## src/rtl/regfile_wr_arb_pkg.sv

```systemverilog
// Shared register-file types and widths for the write-port arbiter.
// Late-result FIFO entry layout and address decode helper.
package regfile_wr_arb_pkg;
  localparam int RegBusW    = 32;
  localparam int RegAddrW   = 5;
  localparam int RegNum     = 32;
  localparam int RegNumLog2 = 5;
  localparam int LtFifoDepth = 2;

  localparam logic RstEnable   = 1'b1;
  localparam logic WriteEnable = 1'b1;
  localparam logic [RegBusW-1:0] ZeroWord = '0;

  typedef logic [RegBusW-1:0]  reg_t;
  typedef logic [RegAddrW-1:0] reg_addr_t;
  typedef logic [RegNum-1:0]   reg_mask_t;

  typedef struct packed {
    logic      live;
    reg_addr_t addr;
    reg_t      data;
  } lt_ent_t;

  function automatic reg_mask_t addr_dec(reg_addr_t a);
    addr_dec    = '0;
    addr_dec[a] = 1'b1;
  endfunction
endpackage

```

## src/rtl/regfile_wr_arb_if.sv

```systemverilog
// Late-unit result handshake into the write-port arbiter.
// Transfer occurs when lt_valid && lt_ready.
interface regfile_wr_arb_if;
  import regfile_wr_arb_pkg::*;

  logic      lt_valid;
  logic      lt_ready;
  reg_addr_t lt_waddr;
  reg_t      lt_wdata;

  modport master (
    output lt_valid, lt_waddr, lt_wdata,
    input  lt_ready
  );

  modport slave (
    input  lt_valid, lt_waddr, lt_wdata,
    output lt_ready
  );
endinterface

```

## src/rtl/regfile_wr_arb_fifo.sv

```systemverilog
// Late-result FIFO with per-entry live bits and address-match kill.
// Occupancy counts 0..DEPTH so full/empty never alias.
module wr_arb_fifo
  import regfile_wr_arb_pkg::*;
#(
  parameter int DEPTH = LtFifoDepth
) (
  input  logic             clk,
  input  logic             rst,
  input  logic             push,
  input  lt_ent_t          push_ent,
  input  logic             kill_en,
  input  reg_addr_t        kill_addr,
  input  logic             pop,
  output lt_ent_t          head,
  output logic             empty,
  output logic             full,
  output logic [DEPTH-1:0] live,
  output reg_addr_t        addr [DEPTH]
);
  localparam int PW = $clog2(DEPTH);
  localparam int CW = $clog2(DEPTH + 1);

  lt_ent_t        mem_q [DEPTH];
  lt_ent_t        mem_d [DEPTH];
  logic [PW-1:0]  rd_q, rd_d;
  logic [PW-1:0]  wr_q, wr_d;
  logic [CW-1:0]  cnt_q, cnt_d;

  always_comb begin
    mem_d = mem_q;
    for (int i = 0; i < DEPTH; i++) begin
      if (kill_en && mem_q[i].addr == kill_addr)
        mem_d[i].live = 1'b0;
    end
    // Popped slots go dead so only occupied entries can be live.
    if (pop)  mem_d[rd_q].live = 1'b0;
    if (push) mem_d[wr_q] = push_ent;
    rd_d  = rd_q + PW'(pop);
    wr_d  = wr_q + PW'(push);
    cnt_d = cnt_q + CW'(push) - CW'(pop);
  end

  always_ff @(posedge clk) begin
    if (rst == RstEnable) begin
      rd_q  <= '0;
      wr_q  <= '0;
      cnt_q <= '0;
      for (int i = 0; i < DEPTH; i++)
        mem_q[i].live <= 1'b0;
    end else begin
      rd_q  <= rd_d;
      wr_q  <= wr_d;
      cnt_q <= cnt_d;
      for (int i = 0; i < DEPTH; i++)
        mem_q[i] <= mem_d[i];
    end
  end

  always_comb begin
    head  = mem_q[rd_q];
    empty = (cnt_q == '0);
    full  = (cnt_q == CW'(DEPTH));
    for (int i = 0; i < DEPTH; i++) begin
      live[i] = mem_q[i].live;
      addr[i] = mem_q[i].addr;
    end
  end
endmodule

```

## src/rtl/regfile_wr_arb.sv

```systemverilog
// Register-file write-port arbiter: pipeline write-back has priority,
// late results drain from a FIFO into idle slots.
module regfile_wr_arb
  import regfile_wr_arb_pkg::*;
#(
  parameter int DEPTH        = LtFifoDepth,
  parameter int STARVE_LIMIT = 8
) (
  input  logic             clk,
  input  logic             rst,
  input  logic             wb_we,
  input  reg_addr_t        wb_waddr,
  input  reg_t             wb_wdata,
  regfile_wr_arb_if.slave  lt,
  output logic             we,
  output reg_addr_t        waddr,
  output reg_t             wdata,
  output reg_mask_t        pend_mask,
  output logic             stall_req
);
  localparam int SW = $clog2(STARVE_LIMIT + 1);

  logic             push, pop;
  logic             empty, full;
  logic             head_live;
  lt_ent_t          push_ent, head;
  logic [DEPTH-1:0] live;
  reg_addr_t        addr [DEPTH];
  logic [SW-1:0]    starve_q, starve_d;
  logic             run;

  wr_arb_fifo #(.DEPTH(DEPTH)) u_fifo (
    .clk       (clk),
    .rst       (rst),
    .push      (push),
    .push_ent  (push_ent),
    .kill_en   (wb_we),
    .kill_addr (wb_waddr),
    .pop       (pop),
    .head      (head),
    .empty     (empty),
    .full      (full),
    .live      (live),
    .addr      (addr)
  );

  always_comb begin
    run         = (rst != RstEnable);
    lt.lt_ready = run && !full;
    push        = lt.lt_valid && lt.lt_ready;
    // A same-cycle pipeline write to the same register is younger.
    push_ent.addr = lt.lt_waddr;
    push_ent.data = lt.lt_wdata;
    push_ent.live = (lt.lt_waddr != '0) &&
                    !(wb_we && wb_waddr == lt.lt_waddr);
    head_live = !empty && head.live;
    pop       = !empty && (!head.live || !wb_we);

    we    = 1'b0;
    waddr = '0;
    wdata = ZeroWord;
    if (run) begin
      if (wb_we) begin
        we    = WriteEnable;
        waddr = wb_waddr;
        wdata = wb_wdata;
      end else if (head_live) begin
        we    = WriteEnable;
        waddr = head.addr;
        wdata = head.data;
      end
    end

    pend_mask = '0;
    for (int i = 0; i < DEPTH; i++) begin
      if (live[i]) pend_mask = pend_mask | addr_dec(addr[i]);
    end

    starve_d = starve_q;
    if (pop || empty)
      starve_d = '0;
    else if (starve_q != SW'(STARVE_LIMIT))
      starve_d = starve_q + 1'b1;
    stall_req = (starve_q == SW'(STARVE_LIMIT));
  end

  always_ff @(posedge clk) begin
    if (rst == RstEnable) starve_q <= '0;
    else                  starve_q <= starve_d;
  end
endmodule

```

## src/flat_wrapper.sv

```systemverilog
// flat-port wrapper written by rule: the top's interface ports become plain ports
module regfile_wr_arb_flat import regfile_wr_arb_pkg::*;
#(
  parameter int DEPTH        = LtFifoDepth,
  parameter int STARVE_LIMIT = 8
)
  (clk, rst, wb_we, wb_waddr, wb_wdata, we, waddr, wdata, pend_mask, stall_req, lt_lt_valid, lt_lt_waddr, lt_lt_wdata, lt_lt_ready);
  regfile_wr_arb_if lt_i ();
  input  logic clk;
  input  logic rst;
  input  logic wb_we;
  input  reg_addr_t wb_waddr;
  input  reg_t wb_wdata;
  output logic we;
  output reg_addr_t waddr;
  output reg_t wdata;
  output reg_mask_t pend_mask;
  output logic stall_req;
  input wire logic [$bits(lt_i.lt_valid)-1:0] lt_lt_valid;
  input wire logic [$bits(lt_i.lt_waddr)-1:0] lt_lt_waddr;
  input wire logic [$bits(lt_i.lt_wdata)-1:0] lt_lt_wdata;
  output wire logic [$bits(lt_i.lt_ready)-1:0] lt_lt_ready;
  assign lt_i.lt_valid = lt_lt_valid;
  assign lt_i.lt_waddr = lt_lt_waddr;
  assign lt_i.lt_wdata = lt_lt_wdata;
  assign lt_lt_ready = lt_i.lt_ready;
  regfile_wr_arb #(.DEPTH(DEPTH), .STARVE_LIMIT(STARVE_LIMIT)) u_core (.clk(clk), .rst(rst), .wb_we(wb_we), .wb_waddr(wb_waddr), .wb_wdata(wb_wdata), .lt(lt_i), .we(we), .waddr(waddr), .wdata(wdata), .pend_mask(pend_mask), .stall_req(stall_req));
endmodule
```

## config.mk

```make
export PLATFORM = sky130hd
export DESIGN_NAME = regfile_wr_arb_flat
export DESIGN_NICKNAME = d
export VERILOG_FILES = /design/src/rtl/regfile_wr_arb_pkg.sv /design/src/rtl/regfile_wr_arb_if.sv /design/src/rtl/regfile_wr_arb_fifo.sv /design/src/rtl/regfile_wr_arb.sv /design/src/flat_wrapper.sv
export SDC_FILE = /design/constraint.sdc
export NUM_CORES = 1
export LEC_CHECK = 0
export ABC_CLOCK_PERIOD_IN_PS = 7000
export CAP_MARGIN = 20
export CORE_MARGIN = 4
export CORE_UTILIZATION = 52
export CTS_BUF_LIST = sky130_fd_sc_hd__clkbuf_4 sky130_fd_sc_hd__clkbuf_8
export CTS_CLUSTER_DIAMETER = 40
export CTS_CLUSTER_SIZE = 20
export DETAILED_ROUTE_END_ITERATION = 8
export HOLD_SLACK_MARGIN = 0.05
export PLACE_DENSITY = 0.86
export SYNTH_ARGS = -nofsm -noshare
export SYNTH_HDL_FRONTEND = slang
export SYNTH_HIERARCHICAL = 1
export SYNTH_SLANG_ARGS = --single-unit
```

## constraint.sdc

```tcl
create_clock -name clk -period 7 [get_ports clk]
set_input_delay 1.05 -clock clk [delete_from_list [all_inputs] [get_ports clk]]
set_output_delay 1.05 -clock clk [all_outputs]
set_load 0.02 [all_outputs]
```

Word-level counts from Yosys, hierarchy flattened

Cells that the tools add are included.

Bits in registers: 84
Input bits: 78
Output and inout port bits: 72
Word-level logic and storage cells: 83

$add $sub $neg: 5
$lt $le $gt $ge: 8
Eq/ne operators: 6
Mux-type cells: 28
Bitwise operators: 4
Reduce and logical (&&, ||, !) cells: 22

Operator list:

| cell                                                              | number |
|---|---|
| two-way mux 38 bit                                                | 5 |
| two-way mux 32 bit                                                | 5 |
| bitwise mux 76 bit                                                | 2 |
| two-way mux 76 bit                                                | 2 |
| demux 38 bit (select 1 bit)                                       | 2 |
| OR 32 bit                                                         | 1 |
| == test 5 bit                                                     | 3 |
| two-way mux 5 bit                                                 | 3 |
| logical AND 1 bit                                                 | 12 |
| less-than comparator 5 x 6 -> 1 bit, second input constant        | 2 |
| demux 1 bit (select 5 bit)                                        | 2 |
| greater-or-equal comparator 5 x 1 -> 1 bit, second input constant | 2 |
| two-way mux 1 bit                                                 | 7 |
| zero test 1 bit                                                   | 5 |
| nonzero test 5 bit                                                | 1 |
| adder 4 x 1 -> 4 bit, second input constant                       | 1 |
| == test 4 bit, second input constant                              | 1 |
| greater-or-equal comparator 2 bit, second input constant          | 2 |
| less-than comparator 2 x 1 -> 1 bit, second input constant        | 2 |
| inequality test 4 bit, second input constant                      | 1 |
| inverter 1 -> 2 bit                                               | 2 |
| adder 1 bit                                                       | 2 |
| adder 2 x 1 -> 2 bit                                              | 1 |
| == test 2 bit, second input constant                              | 1 |
| other kinds (5)                                                   | 6 |

Depth between registers and ports, before layout

Gate-level depths: netlist (run 1).

Depth in word-level cells: 10
Mapped depth: 8
Gate-level depth less buffers: 7

Modules after synthesis

The synthesis (run 1) kept the hierarchy.

Modules (own cells, without submodules):

| module         | times used | cells an instance | area an instance (um^2) | sequential area each (um^2) |
|---|---|---|---|---|
| wr_arb_fifo    | 1          | 262               | 3749.8                  | 2342.2 |
| regfile_wr_arb | 1          | 141               | 1134.8                  | 80.1 |

Least setup slack after synthesis (run 1)

Ideal clock, no wire load.

Kind: input to register
Start point: in rst
End point: reg u_core.u_fifo.mem_q (netlist bit u_core/u_fifo/addr[0]), enable pin
Setup time: 436 ps
Data arrival time: 3515 ps
Required time: 6564 ps
Path slack: 3049 ps
Stages on the path: 4
Path buffers: 0
Path through: nor2_1 -> and2_1 -> ha_1 -> nor2b_1

RTL lines:

| item                          | line                      | text |
|---|---|---|
| start, declared               | flat_wrapper.sv:10        | `input logic rst;` |
| end signal, assigned by index | regfile_wr_arb_fifo.sv:56 | `mem_q[i] <= mem_d[i];` |
| end, declared                 | regfile_wr_arb_fifo.sv:24 | `lt_ent_t mem_q [DEPTH];` |

Worst setup path after layout (run 1)

Start point: in rst
End point: out wdata[10]

Longest elaborated chain between the ends: 1

RTL lines:

| item               | line                 | text |
|---|---|---|
| two-way mux 32 bit | regfile_wr_arb.sv:62 | `if (run) begin` |
| end, declared      | flat_wrapper.sv:16   | `output reg_t wdata;` |

No other way between the ends.

==> run summary, run 1 <==
The flow ran to the end, and the final reports show no timing, DRC or antenna violations. The post-synthesis simple-gate area fraction came out at 0.181. STA classifies the critical path endpoint as a primary output. The starting density of the core is 0.531, and the global-route congestion overflow total is 0.

The critical path ends at wdata[10]. The data required time of the critical path was 5.95 ns. The floorplan step defined a core boundary enclosing 9200 um^2.

The logs give 84 for the count of clock tree sinks and 3 for the total number of H-tree levels. The filler cells instantiated in the layout total 658. Overall power consumption after layout is estimated at 1.29 mW. The setup total negative slack is 0 ns, and the number of cells upsized or downsized after cts is 0.

The count of nets left with antenna violations once routing finished came out at 0. Setup repair after global routing left no endpoint under its margin. During synthesis, Yosys emitted a total of 6 warnings. The maximum clock insertion buffer count is 2, and the number of design-rule violations left by the first detailed-router iteration is 255. The number of antenna diodes in the final layout is 0. The first global-routing pass estimated 19,500 um of wire.

The largest clock skew in the final design is 0.0131 ns. The via count was 3,814; the instance area after placement was 6300 um^2. Compound-gate portion of the synthesized area: 0.126.

The cell occurring most often along the worst timing path was clkdlybuf4s50_1. The number of register bits inferred by synthesis is 84, and the average vias per placed instance is 5.90. The hold violation total from the final report came out at 0. The combined global-route utilization of all metal layers was 0.218.

Along the worst path, the maximum fanout reaches 38. The y dimension of the die was 105 um; the number of DRC violations after detailed routing was 0. Once the clock tree was built, the setup fixing pass inserted 0 buffers. The run gives 150 as the top-level I/O count.

At the end of routability-driven placement, the weighted congestion stood at 0.863. The cell depth of the worst min-delay path works out to 2. The fraction of final layout cells sized beyond drive strength 1 is 0.207.

Clock latency on the worst-skew pair, taken at its later pin, is 0.35 ns. The most critical setup path has its startpoint at rst. Wires add up to 12,300 um. Critical path's slowest cell: nor2b_4. Counting every instance in the synthesized netlist gives 403. In this run, post-CTS hold repair placed 0 buffers.

For this design the ratio of total power to cell area is 197 nW/um^2. The fraction of registers with async set or reset after synthesis was 0; the maximum VDD drop was 0.000123 V. Actual transition at the worst max-transition pin: 1.02 ns.

Leaving out fill and tap cells, the most frequent cells in the layout are 149 x clkdlybuf4s50_1, 74 x edfxtp_1, 38 x mux2_2, 38 x and3_1, 32 x o22ai_1. Count of final setup violators: 0. The kind of cell with the highest combined delay along the critical path is buffers and inverters.

The number of cells on the worst reg-to-reg path is 7. The number of global-route vias before repair was 3,912; the reg-to-reg setup timing slack was 4.16 ns. The path length in cells of the critical path works out to 4.

The count of buffers added on input and output ports is 149. The worst max-slew margin expressed relative to the limit is 0.319, and the final number of max-transition violations is 0. Walking the worst path, the cells encountered are clkdlybuf4s50_1 > nor2b_4 > a22o_2 > clkdlybuf4s50_1. The unique cell type count in the Yosys netlist is 41.

The number of instances in the placed design is 628. Registers take 2420 um^2. Summing every instance area after synthesis gives 4880 um^2.

The switching share of power is 0.296. Sequential share of the synthesized area: 0.496. The internal portion of the total power is 0.908 mW. The post-layout minimum cycle time was 4.68 ns. The analysis attributes to net switching a power of 0.383 mW.

In this run the horizontal extent of the chip is 105 um. Counting both buffers and inverters, the worst setup path holds a total of 2. The die covers 11,000 um^2.

The mux share of post-synthesis cell area was 0.0897; the maximum single-stage delay on the critical path was 0.89 ns. The largest net degree at the start of global routing is 42. Summed over all cells, the static leakage comes to 2.25 nW.

In this run the mean area of a mapped cell was 12.1 um^2. The min-delay analysis places its worst path in the category register to register. The area growth from synthesis to layout is 33.8%. The XOR/XNOR share of the synthesized area came out at 0.0359. The cell at the root of the clock tree is clkbuf_8.

The sequential fraction of design power was 0.490; the number of enable flip-flop cells after synthesis was 74. Derived from the worst setup path, the maximum achievable clock frequency is 214 MHz. The layout net count came out at 614. Detailed placement finished with a half-perimeter wire length of 8280 um. The clock share of power came out at 0.246.

Critical setup path kind: primary input to primary output. The tools report the CTS buffer count as 9. The leading register cell type out of synthesis is edfxtp_1. The area share of fa/ha/maj cells after synthesis works out to 0.0154. The endpoint identified for the worst register-to-register timing path is u_core/u_fifo/mem_q[17]. The combinational share of power was 0.264; the routed wirelength normalized by instance count was 19.0 um. The first detailed-routing pass ran for 4 iterations.

By area, the combinational part of the netlist is dominated by simple AND/OR/NAND/NOR gates. The tools report the number of rows created at floorplan as 35. The count of non-filler cells in the finished layout was 646.

The arrival time of the worst setup path was 3.63 ns; the post-synthesis net count was 487. TritonCTS built the clock tree. Across the run, the number of max-cap violations was 0. The summed area of non-filler cells in the final layout is 6540 um^2, and the part of the cycle the worst path needs is 0.668. The multi-input combinational cells in the finished layout cover a total of 2210 um^2. Source of the worst register-to-register timing path: u_core/u_fifo/cnt_q[1]. The initial antenna violation count is 0.

The worst setup path is launched from a primary input. After clock tree synthesis, the clock-pin slew on the worst setup and hold paths is 0.09 ns. Leaving out fill and tap cells, the most frequent cell in the layout is clkdlybuf4s50_1.
==> state kept, by name, indices dropped and copies added, names as in the netlist <==
name and flops:
u_core/u_fifo/rd_q 1, u_core/u_fifo/mem_q 64, u_core/u_fifo/addr 10, u_core/starve_q 4
u_core/u_fifo/wr_q 1, u_core/u_fifo/cnt_q 2, u_core/u_fifo/live 2
==> cell usage after synthesis, types with 2 or more instances <==
library cell	number	area (um^2)
edfxtp_1	74	2220
and3_1	38	238
mux2_2	38	428
o22ai_1	32	200
and2_1	31	194
a22o_2	30	300
buf_4	14	105
nor2_1	12	45.0
xor2_1	12	105
dfxtp_1	10	200
nand3b_1	10	75.1
clkbuf_1	9	33.8
xnor2_1	8	70.1
a22o_1	7	61.3
and2_2	7	52.6
buf_6	7	78.8
nand3_1	7	35.0
ha_1	6	75.1
nand2_1	6	22.5
buf_2	5	25.0
inv_1	5	18.8
nor2b_1	5	31.3
or3b_2	5	43.8
clkbuf_2	3	15.0
a21oi_1	2	10.0
a221oi_2	2	30.0
nor2b_4	2	27.5
nor4_1	2	12.5
or3_1	2	12.5
==> worst min-delay path by stage <==
| stage | from | endpoint | slack (ns) |
|---|---|---|---|
| 2_1_floorplan | u_core/starve_q[3] | u_core/starve_q[3] | 0.47 |
| 3_3_place_gp | u_core/starve_q[3] | u_core/starve_q[3] | 0.49 |
| 3_5_place_dp | u_core/starve_q[3] | u_core/starve_q[3] | 0.51 |
| 4_1_cts | u_core/starve_q[3] | u_core/starve_q[3] | 0.53 |
| 5_1_grt | u_core/starve_q[3] | u_core/starve_q[3] | 0.56 |
| 6_report | u_core/starve_q[3] | u_core/starve_q[3] | 0.53 |
==> through the flow <==
stage	worst slack (ns)	utilization	hold slack [ns]
CTS	2.34	0.705	0.533
floorplan	3.05	-	0.472
detailed placement	2.34	0.685	0.510
global placement	2.41	0.685	0.488
global route	2.17	0.711	0.560
finish	2.32	0.711	0.532
==> cell type report <==
| type | instances | share of cell area |
|---|---|---|
| Multi-Input combinational cell | 276 | 0.338 |
| Inverter | 5 | 0.00287 |
| Clock inverter | 6 | 0.00727 |
| Clock buffer | 10 | 0.0201 |
| Sequential cell | 84 | 0.371 |
| Tap cell | 111 | 0.0212 |
| Timing Repair Buffer | 154 | 0.240 |
==> tightest hold or removal path, delay by kind of cell, from the launching register on <==
| family | cells | cell delay, ns |
|---|---|---|
| xor+xnor | 1 | 0.08 |
| flops | 1 | 0.35 |
| simple gates | 1 | 0.07 |
==> power groups by stage <==
stage | registers, mW | clock network (mW) | logic, mW
after global placement | 0.642 | 0 | 0.327
final | 0.632 | 0.317 | 0.341
after detailed placement | 0.644 | 0 | 0.336
after floorplan | 0.598 | 0 | 0.258
after CTS | 0.634 | 0.324 | 0.338
after global routing | 0.640 | 0.344 | 0.369
==> cells by family (layout without fill, tap and decap cells) <==
| group | count (synthesis) | count (layout) |
|---|---|---|
| buf+inv | 43 | 175 |
| mux | 39 | 39 |
| xor+xnor | 20 | 20 |
| compound gates | 75 | 75 |
| fa+ha+maj | 6 | 6 |
| flops | 84 | 84 |
| simple gates | 136 | 136 |
==> per-layer routing <==
layer  up-vias  GRT usage  share of wire
met5         -          0              0
met2       165      0.397           0.52
met1      1852      0.264           0.40
met4         0     0.0628          0.012
met3        16     0.0346          0.061
li1       1781          -              -
(Power assumes the default switching activity.)
==> inputs of run 2 (changes only) <==
ABC_CLOCK_PERIOD_IN_PS = 4300   (was 7000)
CORE_UTILIZATION = 44   (was 52)
PLACE_DENSITY = 0.77   (was 0.86)
clock period = 4.3 ns   (was 7 ns; I/O delays follow)
==> run 2 against run 1 <==
Utilization shrank 10 points; hold slack hardly changed; setup slack got worse by 1.5 ns; critical path type unchanged; critical path depth grew 1; final cell count grew 5.3%; clock skew down 0.0081 ns; via count up 0.73%; critical endpoint is now wdata[24]; register-to-register slack worse by 2.1 ns; wire length up 2.1%; sequential power rose by 56%; flip-flop and latch count unchanged; die area increased by 17%.
==> run summary, run 2 (synthesis results as in run 1) <==
The run finished with clean final reports. The initial antenna violation count came out at 0. Layout net count: 619. The flip-flop count of the largest register, all copies and words added works out to 64. In this run the standard cell core region covers 10,800 um^2. The slowest stage of the critical path is the clkdlybuf4s50_1 cell. The analysis attributes to cell leakage a power of 2.28 nW. The tools report the source-to-sink clock delay at the later pin of the worst-skew pair as 0.35 ns.

Global routing finished with a remaining overflow of 0. For the largest net degree at the start of global routing, the log shows 43. The actual transition at the worst max-transition pin was 0.491 ns. The tool flagged a number of max-cap violations equal to 0. The number of antenna diodes was 0. For the reg-to-reg setup timing slack, the log shows 2.06 ns. The source of the worst register-to-register timing path was u_core/u_fifo/cnt_q[1]. For the setup total negative slack, the log shows 0 ns.

The maximum single-stage delay on the critical path came out at 0.65 ns. The element type at the critical path start was a primary input. For the starting density of the core, the log shows 0.451. In this run the cell area measured after placement is 6430 um^2. STA puts the critical path data required time at 3.65 ns. After clock tree synthesis, the clock-pin slew on the worst setup and hold paths is 0.08 ns. The global routing stage identified its most utilized layer as met2. The logs give 0 for the post-route antenna net violation count and 0 for the number of hold buffers added after CTS. Timing would allow up to 291 MHz. Dividing the detail-routed via count by the number of cells gives 5.65. Setup repair after global routing left no endpoint under its margin. The routed wirelength normalized by instance count works out to 18.4 um. The maximum VDD drop is 0.000160 V, and the combined area of the multi-input logic cells is 2210 um^2.

For the via count, the log shows 3,842. The first global-routing pass estimated 19,800 um of wire. Counting I/O delays and the setup requirement, the final critical path takes 3.44 ns.

Of all nets on the critical path, the largest fanout is 22. Once detailed placement completed, the half-perimeter wirelength came to 9170 um. The critical path goes through clkdlybuf4s50_1 > nor2b_4 > buf_12 > a22o_2 > clkdlybuf4s50_1.

The critical setup path kind is primary input to primary output. Part of the cycle the worst path needs: 0.800. For the number of cells upsized or downsized after cts, the log shows 0. In this run the number of H-tree levels came out at 3. The post-CTS setup repair buffer count is 0, and the global placer's final weighted congestion is 0.866. The number of port buffers was 149. The tightest min-delay check is of the register to register type. The cell occurring most often along the worst timing path was clkdlybuf4s50_1. Leaving out fill and tap cells, the most frequent cell in the layout is clkdlybuf4s50_1.

The logs give 2420 um^2 for the register area and 0 for the final number of max-transition violations. After the first detailed-routing iteration, the DRC count stood at 332. The tools report the launching instance or port of the critical path as wb_we.

TritonCTS built the clock tree. The floorplan step set the die width to 113 um. Setup violations remaining at the end of the flow were counted as 0. The final layout contains routed wiring with a total length of 12,500 um.

The initialized floorplan defines 38 standard-cell rows. The number of global-route vias before repair was 3,972; the y dimension of the die was 113 um. The largest register by flop count was u_core/u_fifo/mem_q. The area growth from synthesis to layout is 35.0%. 150 I/O pins were placed. In this run the most critical hold path is launched from u_core/starve_q[3]. Met1 routing resource usage after global routing: 0.223.

The tools report the count of clock tree sinks as 84. Maximum clock insertion buffer count: 2. The cell family contributing the most delay on the critical path is buffers and inverters. Buffers inserted during clock tree synthesis total 9. Power spread over the standard cell area amounts to 314 nW/um^2.

The die covers 12,900 um^2. The combined global-route utilization of all metal layers is 0.194, and the summed area of non-filler cells in the final layout is 6590 um^2. The length of the first detailed-routing pass in iterations is 4. Clock skew on the completed layout was measured at 0.00495 ns. Clock tree synthesis selected as its root buffer the cell clkbuf_8. The total buffers and inverters traversed by the critical path was 3. The met2 demand-to-capacity share in global routing was 0.341. The worst setup path is captured at a primary output. The met3 routing resource usage after global routing came out at 0.0620. The worst max-slew margin expressed relative to the limit was 0.672.

Number of filler cells placed in the layout: 894. In the layout the commonest cells are 149 x clkdlybuf4s50_1, 74 x edfxtp_1, 38 x mux2_2, 38 x and3_1, 32 x o22ai_1. In the routed design, unresolved DRC markers number 0. The hold violation total from the final report is 0, and the arrival time of the worst setup path is 2.79 ns. The fraction of final layout cells sized beyond drive strength 1 is 0.213.
==> run 2: cell count changes in the layout (fill, tap and decap cells not counted), sizes merged <==
cell      change
inv           -3
clkinv        +5
buf           +5
clkinvlp      -2
==> run 2: report_power, final <==
part | switching [mW] | internal (mW) | total [mW] | leakage, nW
combinational | 0.283 | 0.323 | 0.605 | 1.49
sequential | 0.0468 | 0.937 | 0.984 | 0.701
clock | 0.268 | 0.210 | 0.478 | 0.0883
total | 0.598 | 1.47 | 2.07 | 2.28
==> run 2: final cells by class <==
class                   count  area share
clock buffers              10      0.0199
clock inverters             6     0.00474
inverters                   5     0.00285
multi-input cells         276       0.335
flip-flops and latches     84       0.368
well taps                 140      0.0266
repair buffers            159       0.243
==> run 2: worst paths after layout <==
kind | endpoint | cells past startpoint
max reg2reg | u_core/u_fifo/mem_q[0] | 6
min reg2reg | u_core/starve_q[3] | 2
max | wdata[24] | 5
min | u_core/starve_q[3] | 2
==> run 2: metrics by stage <==
step                      hold WS [ns]   util  power, mW  setup slack (ns)  instances
after floorplan                  0.472      -       1.39             0.754        403
after global placement           0.490  0.593       1.60             0.900        664
after detailed placement         0.510  0.593       1.61             0.848        664
after CTS                        0.529  0.608       2.09             0.847        680
after global routing             0.615  0.608       2.18             0.744        680
final                            0.532  0.608       2.07             0.862        680
==> run 2: metal layers <==
metal,routed length (um),share of wire,vias to the layer above
met2,6220,0.50,193
met1,4940,0.39,1837
li1,-,-,1785
met4,231,0.018,0
met3,1120,0.089,27
met5,0,0,-
==> run 2: tightest hold or removal path: stages, from the launching register on <==
cell	delay, ns
dfxtp_1	0.35
xor2_1	0.08
nor2_1	0.07
==> inputs of run 3 (changes only) <==
ABC_CLOCK_PERIOD_IN_PS = 2990   (was 4300)
clock period = 2.99 ns   (was 4.3 ns; I/O delays follow)
==> run 3 against run 2 <==
Die area is the same; critical endpoint is now wdata[17]; combinational power grew 49%; critical path type is now register to primary output; hold slack gained 0.0032 ns; wire length shrank 2.4%; utilization grew 0.43 points; final cell count grew 0.59%; global-route usage is essentially flat; largest cell class unchanged.
==> run summary, run 3 (synthesis results as in run 1) <==
The flow ran to the end, and the final reports show no timing, DRC or antenna violations. The library cell used most frequently in the layout, excluding fill and tap cells, is clkdlybuf4s50_1. The post-CTS clock slew at the launch and capture registers of the worst setup and hold paths works out to 0.08 ns.

TritonCTS built the clock tree. Summed over all cells, the static leakage comes to 2.31 nW. The flip-flop count of the largest register, all copies and words added is 64. The y dimension of the die is 113 um.

The first detailed-routing pass took 5 iterations. Row generation in the floorplan step produced 38 rows. The setup total negative slack was 0 ns; the global-route congestion overflow total was 0. The fraction of final layout cells sized beyond drive strength 1 is 0.221, and the source-to-sink clock delay at the later pin of the worst-skew pair is 0.35 ns.

Global-route wire length before repair: 19,700 um. Clock tree synthesis inserted a total of 9 buffers. The startpoint identified for the worst register-to-register timing path is u_core/u_fifo/cnt_q[1].

The sum of routed wire length over all layers is 12,200 um. The tools report the final number of max-transition violations as 0. The worst path needs 2.84 ns of the cycle, external delays included.

The part of the cycle the worst path needs came out at 0.950. The clock arrives with 0.00858 ns of skew. For the post-route antenna net violation count, the log shows 0. In this run the horizontal extent of the chip is 113 um. The actual transition at the worst max-transition pin works out to 0.555 ns.

In the routed layout, each cell is associated on average with a via count of 5.58. The initial antenna violation count is 0, and the count of clock tree sinks is 84. The number of cells upsized or downsized after cts is 0, and the instance area after placement is 6450 um^2. Setup repair after global routing left no endpoint under its margin. The worst hold path was traced through 2 stages.

The total power divided by cell area came out at 463 nW/um^2. The number of hold buffers added after CTS was 0. Leaving out fill and tap cells, the most frequent cells in the layout are 149 x clkdlybuf4s50_1, 74 x edfxtp_1, 38 x mux2_2, 38 x and3_1, 32 x o22ai_1.

The logs give 150 for the top-level I/O count and 0.192 ns for the worst setup timing slack at the placement stage. Setup violations remaining at the end of the flow were counted as 0. For the share of the core filled with cells, the log shows 0.612. Clock tree synthesis selected as its root buffer the cell clkbuf_8.

Routability-driven placement finished with a final weighted congestion of 0.853. Along the worst path, the maximum fanout reaches 22. Max-cap violations in this run came to 0. Detailed routing inserted a total of 3,816 vias. Worst min-delay path endpoint: u_core/starve_q[3]. In this run, the number of DRC markers left after iteration 0 of detailed routing was 260.

After floorplanning, the core was sized to cover 10,800 um^2. At the worst endpoint, the required time is 2.54 ns. The number of instances in the placed design is 668. STA classifies the critical path startpoint as a register. The arrival time of the worst setup path is 2.39 ns. In this run the worst hold path is classified as register to register. After routing the design area is 6640 um^2.

More flip-flops sit in one register than any other, and that register is u_core/u_fifo/mem_q. The tools report the number of DRC violations after detailed routing as 0. In this run the register-to-register setup slack is 1.00 ns. No sink is reached through more buffers than the 2 on the longest clock path. The worst reg2reg path depth was 6. The worst hold path begins at u_core/starve_q[3]. For the largest net degree at the start of global routing, the log shows 38. For the layout net count, the log shows 623. The routed wirelength normalized by instance count came out at 17.9 um.

The starting density of the core is 0.451, and the number of antenna diodes is 0. The tools report the hold violation total from the final report as 0. The area added between synthesis and finish is 35.9%, and the total die area is 12,900 um^2.

The count of non-filler cells in the finished layout was 684. The H-tree was split into 3 levels. Timing would allow up to 352 MHz. During placement, the flow inserted port buffers numbering 149.

IR analysis of the VDD net gives a maximum drop of 0.000232 V. For the post-CTS setup repair buffer count, the log shows 0. The worst max-slew margin expressed relative to the limit is 0.629, and the number of filler cells placed in the layout is 917.

The tools report the number of global-route vias before repair as 4,066. The tools report the reg-to-reg critical path endpoint as u_core/u_fifo/mem_q[53]. The setup slack of the critical path after layout is 0.149 ns, and the combined global-route utilization of all metal layers is 0.193. For the half-perimeter wire length of the detailed placement result, the log shows 8980 um. The tools report the kind of end point of the critical path as a primary output. The critical setup path kind is register to primary output.
[run 3: metrics by stage]
stage / power [mW] / hold slack, ns
floorplan: 2.00 / 0.472
global placement: 2.31 / 0.485
detailed placement: 2.32 / 0.523
CTS: 3.10 / 0.545
global route: 3.22 / 0.603
finish: 3.07 / 0.535
[run 3: worst max-delay path by stage]
stage | startpoint | to | slack (ns) | cells past startpoint
2_1_floorplan | rst | u_core/u_fifo/addr[0] | 0.35 | 4
3_3_place_gp | wb_we | wdata[14] | 0.24 | 5
3_5_place_dp | wb_we | wdata[19] | 0.19 | 5
4_1_cts | u_core/u_fifo/live[1] | wdata[17] | 0.11 | 6
5_1_grt | u_core/u_fifo/live[1] | wdata[19] | 0.02 | 6
6_report | u_core/u_fifo/live[1] | wdata[17] | 0.15 | 6
[run 3: area by class of cell]
class / instances / area [um^2] / share of cell area
multi-input combinational: 276 / 2210 / 0.333
clock inverter: 5 / 52.6 / 0.00792
tap: 140 / 175 / 0.0264
timing repair buffer: 163 / 1620 / 0.244
sequential: 84 / 2420 / 0.365
clock buffer: 11 / 139 / 0.0209
inverter: 5 / 18.8 / 0.00283
[run 3: per-layer routing]
| metal | wire [um] | global-route usage |
|---|---|---|
| met5 | 0 | 0 |
| met4 | 237 | 0.0721 |
| met2 | 6010 | 0.342 |
| met3 | 1100 | 0.0545 |
| met1 | 4870 | 0.222 |
[run 3: critical path, cell delays in order (launching register included)]
cell and delay (ns):
dfxtp_1 0.42, mux2_2 0.20, nor2b_4 0.15, nor3b_4 0.20
buf_4 0.29, a22o_2 0.18, clkdlybuf4s50_1 0.60
[run 3: power by group]
| part | switching, mW | leakage, nW | internal, mW |
|---|---|---|---|
| registers | 0.0433 | 0.701 | 1.35 |
| logic | 0.427 | 1.51 | 0.472 |
| clock network | 0.381 | 0.102 | 0.401 |
| total | 0.851 | 2.31 | 2.22 |
